===== src/rtl/bip_mem_datapath.sv =====
// BIP accumulator datapath: runs LD/ST/ALU ops from the control unit
// against a data memory that has a 1-cycle synchronous read.
//
// Ports:
//   clk, reset          clock; synchronous active-high reset
//   op_valid/op_ready   op handshake (accept = op_valid & op_ready)
//   op_code, operand    opcode and address/immediate, sampled on accept
//   done                1-cycle pulse when an op has completed
//   halted              sticky after HLT until reset
//   acc                 accumulator
//   addr_data, in_data  data memory address and write data (in_data = acc)
//   write               data memory write enable
//   out_data            data memory read data, valid one cycle after
//                       addr_data is sampled
module bip_mem_datapath #(
  parameter int DATA_W = 16,
  parameter int ADDR_W = 11
) (
  input  logic              clk,
  input  logic              reset,
  input  logic              op_valid,
  input  logic [4:0]        op_code,
  input  logic [ADDR_W-1:0] operand,
  output logic              op_ready,
  output logic              done,
  output logic              halted,
  output logic [DATA_W-1:0] acc,
  output logic [ADDR_W-1:0] addr_data,
  output logic [DATA_W-1:0] in_data,
  output logic              write,
  input  logic [DATA_W-1:0] out_data
);

  typedef enum logic [2:0] {
    IDLE,
    RD_ADDR,
    RD_DATA,
    WR,
    HALT
  } state_t;

  localparam logic [4:0] OP_HLT  = 5'b00000;
  localparam logic [4:0] OP_STO  = 5'b00001;
  localparam logic [4:0] OP_LD   = 5'b00010;
  localparam logic [4:0] OP_LDI  = 5'b00011;
  localparam logic [4:0] OP_ADD  = 5'b00100;
  localparam logic [4:0] OP_ADDI = 5'b00101;
  localparam logic [4:0] OP_SUB  = 5'b00110;
  localparam logic [4:0] OP_SUBI = 5'b00111;

  // Which memory op is in flight while we wait for out_data.
  typedef enum logic [1:0] {
    MEM_LD,
    MEM_ADD,
    MEM_SUB
  } mem_op_t;

  state_t  state, state_nx;
  mem_op_t mop, mop_nx;

  logic [DATA_W-1:0] acc_nx;
  logic [ADDR_W-1:0] addr_nx;
  logic              done_nx;
  logic              accept;
  logic [DATA_W-1:0] imm;

  logic is_hlt, is_sto, is_mem;
  logic is_ldi, is_addi, is_subi;

  assign accept = op_valid & op_ready;

  assign imm = {{(DATA_W-ADDR_W){operand[ADDR_W-1]}}, operand};

  assign is_hlt  = (op_code == OP_HLT);
  assign is_sto  = (op_code == OP_STO);
  assign is_mem  = (op_code == OP_LD)
                 | (op_code == OP_ADD)
                 | (op_code == OP_SUB);
  assign is_ldi  = (op_code == OP_LDI);
  assign is_addi = (op_code == OP_ADDI);
  assign is_subi = (op_code == OP_SUBI);

  always_comb begin
    state_nx = state;
    mop_nx   = mop;
    acc_nx   = acc;
    addr_nx  = addr_data;
    done_nx  = 1'b0;
    unique case (state)
      IDLE: begin
        if (accept) begin
          unique case (1'b1)
            is_hlt: begin
              state_nx = HALT;
              done_nx  = 1'b1;
            end
            is_sto: begin
              addr_nx  = operand;
              state_nx = WR;
            end
            is_mem: begin
              addr_nx  = operand;
              state_nx = RD_ADDR;
              if (op_code == OP_LD)
                mop_nx = MEM_LD;
              else if (op_code == OP_ADD)
                mop_nx = MEM_ADD;
              else
                mop_nx = MEM_SUB;
            end
            is_ldi: begin
              acc_nx  = imm;
              done_nx = 1'b1;
            end
            is_addi: begin
              acc_nx  = acc + imm;
              done_nx = 1'b1;
            end
            is_subi: begin
              acc_nx  = acc - imm;
              done_nx = 1'b1;
            end
            default: done_nx = 1'b1;
          endcase
        end
      end
      // Memory samples addr_data on the edge leaving this state.
      RD_ADDR: state_nx = RD_DATA;
      RD_DATA: begin
        unique case (mop)
          MEM_LD:  acc_nx = out_data;
          MEM_ADD: acc_nx = acc + out_data;
          default: acc_nx = acc - out_data;
        endcase
        state_nx = IDLE;
        done_nx  = 1'b1;
      end
      WR: begin
        state_nx = IDLE;
        done_nx  = 1'b1;
      end
      HALT:    state_nx = HALT;
      default: state_nx = IDLE;
    endcase
  end

  always_ff @(posedge clk) begin
    if (reset) begin
      state     <= IDLE;
      mop       <= MEM_LD;
      acc       <= '0;
      addr_data <= '0;
      done      <= 1'b0;
    end else begin
      state     <= state_nx;
      mop       <= mop_nx;
      acc       <= acc_nx;
      addr_data <= addr_nx;
      done      <= done_nx;
    end
  end

  // Decoded straight from the state register, so reset clears
  // them the same cycle and no stray write can follow reset.
  assign op_ready = (state == IDLE);
  assign write    = (state == WR);
  assign halted   = (state == HALT);
  assign in_data  = acc;

endmodule


===== config.mk =====
export PLATFORM = sky130hd
export DESIGN_NAME = bip_mem_datapath
export DESIGN_NICKNAME = d
export VERILOG_FILES = /design/src/rtl/bip_mem_datapath.sv
export SDC_FILE = /design/constraint.sdc
export NUM_CORES = 1
export LEC_CHECK = 0
export BUFFER_PORTS_ARGS = -buffer_cell sky130_fd_sc_hd__buf_2
export CORE_ASPECT_RATIO = 1.25
export CORE_MARGIN = 3
export CORE_UTILIZATION = 30
export DETAILED_ROUTE_END_ITERATION = 12
export SYNTH_ARGS = -nofsm -noshare
export SYNTH_HDL_FRONTEND = slang
export SYNTH_SLANG_ARGS = --single-unit

===== constraint.sdc =====
create_clock -name clk -period 7.1 [get_ports clk]
set_input_delay 0.355 -clock clk [delete_from_list [all_inputs] [get_ports clk]]
set_output_delay 0.355 -clock clk [all_outputs]
set_load 0.1 [all_outputs]

==> results.cfg <==
[setup_path]
startpoint_type = input port
rrSetupSlack_ns = 3.52
crit_fanout = 15
timing.rr.start = mop[0]
r2r-end = acc[14]
cp-end-kind = flip-flop
worstRegToRegCells = 12
worstPathArrival_ns = 4.02
crit_required_ns = 7.28
path_class = in -> reg

[run]
cap_violations = 0

[cts]
cts_tree = done
cts.path.max_buffers = 2
post-cts-setup-buffer-count = 0
htree_levels = 2
cts_hold_buf = 0
cts_buffers = 5
worstSkewPairLatency_ns = 0.28
cts_resized = 0
cts_root_buf = clkbuf_16
clkSlewWorstSetupHoldPaths_ns = 0.05
cts_sinks = 33

[yosys]
ys.flop_type = dfxtp_1
syn_area_per_cell_um2 = 7.51
async_reset_ff_frac = 0
synth_nets = 574
synth_edf_count = 0
syn_area_um2 = 3760
ys_seq_area_frac = 0.176
synth_cell_types = 56
synth_area_leader_cell = dfxtp_1
synth_warnings = 0
synthTopCellsByArea = dfxtp_1 18%, ha_1 12%, nor2_1 7.0%
yosysMostFrequentCell = nor2_1
ys_ff_latch = 33
synth_top_area_share = 0.176
synthCells = 501
synth.top_cells.by_count = 70 x nor2_1, 50 x a21oi_1, 37 x nand2_1

[hold_path]
hold_class = in -> reg
holdPathEnd = done
whs_path_depth = 3
holdCritStartpoint = op_valid

[placement]
hpwl_um = 8730
place_congestion = 0.860
numPortBuffers = 81
dp.cells = 714

[layout]
area_growth_pct = 15.6
layout.nets = 630
drive_gt1_frac = 0.183
fillers = 1295
antenna_cells = 0
finalNonFillerCells = 721

[run_status]
outcome = finished, final reports clean

[grt]
grt_pass1_vias = 3724
grt_pass1_wl_um = 18100
grt_max_degree = 32
overflow = 0
met1_usage = 0.195
grtUsageMet2 = 0.277
grt_antenna_before_repair = 0
globalRouteTotalUtil = 0.157
met3_usage = 0.0187
grt_busiest_layer = met2

[power]
p_seq_frac = 0.308
combPwrFrac = 0.362
pwr-share-clk = 0.330
vdd_drop_max_v = 0.0000873
p_int_uw = 401
leakagePower_nw = 1.93
switching_share = 0.378
power_switching_uw = 244
powerDensity_nw_per_um2 = 148

[sta]
setup_tns_ns = 0
max_slew_margin = 0.488
slew_viol_final = 0
tightest_slew_ns = 0.766
fin_crit_sh = 0.540
skew_ns = 0.00333
rsz0062_at_grt = no
setup_viol = 0
hold_viol = 0
max_freq_mhz = 261
finalCriticalPeriod_ns = 3.83

[floorplanning]
core_um2 = 12200
ios = 82
initial_core_util = 0.308
dieWidth_um = 106
die_h_um = 131
row_count = 45
die_area_um2 = 13900

[drt]
ant_nets = 0
vias_per_cell = 5.24
drtIter0Drc = 143
drt_first_pass_iters = 4
post-route-drc-count = 0
vias = 3778
drt-total-wl_um = 10900
routedWlPerCell_um = 15.1
[power by group through the flow]
| stage | logic [mW] | clock network (mW) | registers (mW) |
|---|---|---|---|
| after floorplan | 0.147 | 0 | 0.237 |
| after global placement | 0.229 | 0 | 0.202 |
| after detailed placement | 0.232 | 0 | 0.203 |
| after CTS | 0.233 | 0.220 | 0.199 |
| after global routing | 0.254 | 0.227 | 0.200 |
| final | 0.233 | 0.213 | 0.199 |
[state kept, by name, summed over array words and instances, names as in the netlist]
signal     cells
acc           16
addr_data     11
done           1
mop            2
state          3
[metrics by stage]
stage | utilization | hold WS, ns | power (mW) | worst slack, ns | instance area, um^2
detailed placement | 0.344 | 0.478 | 0.434 | 3.07 | 4210
floorplan | - | 0.451 | 0.384 | 3.28 | 3760
global placement | 0.344 | 0.471 | 0.431 | 3.18 | 4210
CTS | 0.356 | 0.356 | 0.652 | 3.32 | 4350
finish | 0.356 | 0.358 | 0.645 | 3.27 | 4350
global route | 0.356 | 0.382 | 0.681 | 3.00 | 4350
[cell usage in the layout, fill, tap and decap left out, drive strengths merged, types with 7 or more instances in the layout]
cell and n:
xor2 22, nand2b 10, nor3 20, ha 36, clkbuf 7, o21ai 26, a211oi 17, xnor2 24
nor2 70, mux2i 18, a21oi 50, dfxtp 33, a21o 7, buf 85, nand2 37, nand3 10
inv 11
[metal layers]
layer	part of all wire	up-vias
met2	0.50	97
li1	-	1896
met1	0.44	1772
met3	0.036	13
met5	0	-
met4	0.018	0
[layout make-up]
| cell class | count | area, um^2 | area share |
|---|---|---|---|
| well taps | 164 | 205 | 0.0472 |
| flip-flops and latches | 33 | 661 | 0.152 |
| inverters | 11 | 41.3 | 0.00949 |
| clock buffers | 7 | 143 | 0.0328 |
| repair buffers | 85 | 435 | 0.100 |
| multi-input cells | 421 | 2860 | 0.659 |
[critical path, stage by stage]
cell and delay [ns]:
buf_2 0.10, nor2_1 0.19, and3_1 0.55, and2_1 0.52
mux2_1 0.42, fa_1 0.42, nor2b_1 0.23, o31ai_2 0.12
a21oi_1 0.27, a211o_1 0.19, a21o_1 0.15, xor2_1 0.15
a21oi_1 0.08, a211oi_1 0.27
[worst max-delay path by stage]
stage / startpoint / end / slack, ns
6_report: op_code[4] / acc[12] / 3.27
5_1_grt: op_code[4] / acc[14] / 3.00
4_1_cts: op_code[4] / acc[12] / 3.32
3_5_place_dp: op_code[4] / acc[14] / 3.07
3_3_place_gp: op_code[4] / acc[14] / 3.18
2_1_floorplan: state[1] / addr_data[1] / 3.28
[cells by family after synthesis]
group,after synthesis,share of synthesized area
compound gates,140,0.244
simple gates,176,0.221
mux,21,0.0569
xor+xnor,46,0.109
fa+ha+maj,38,0.130
flops,33,0.176
buf+inv,47,0.0632
Power figures use the tool's default switching activity.
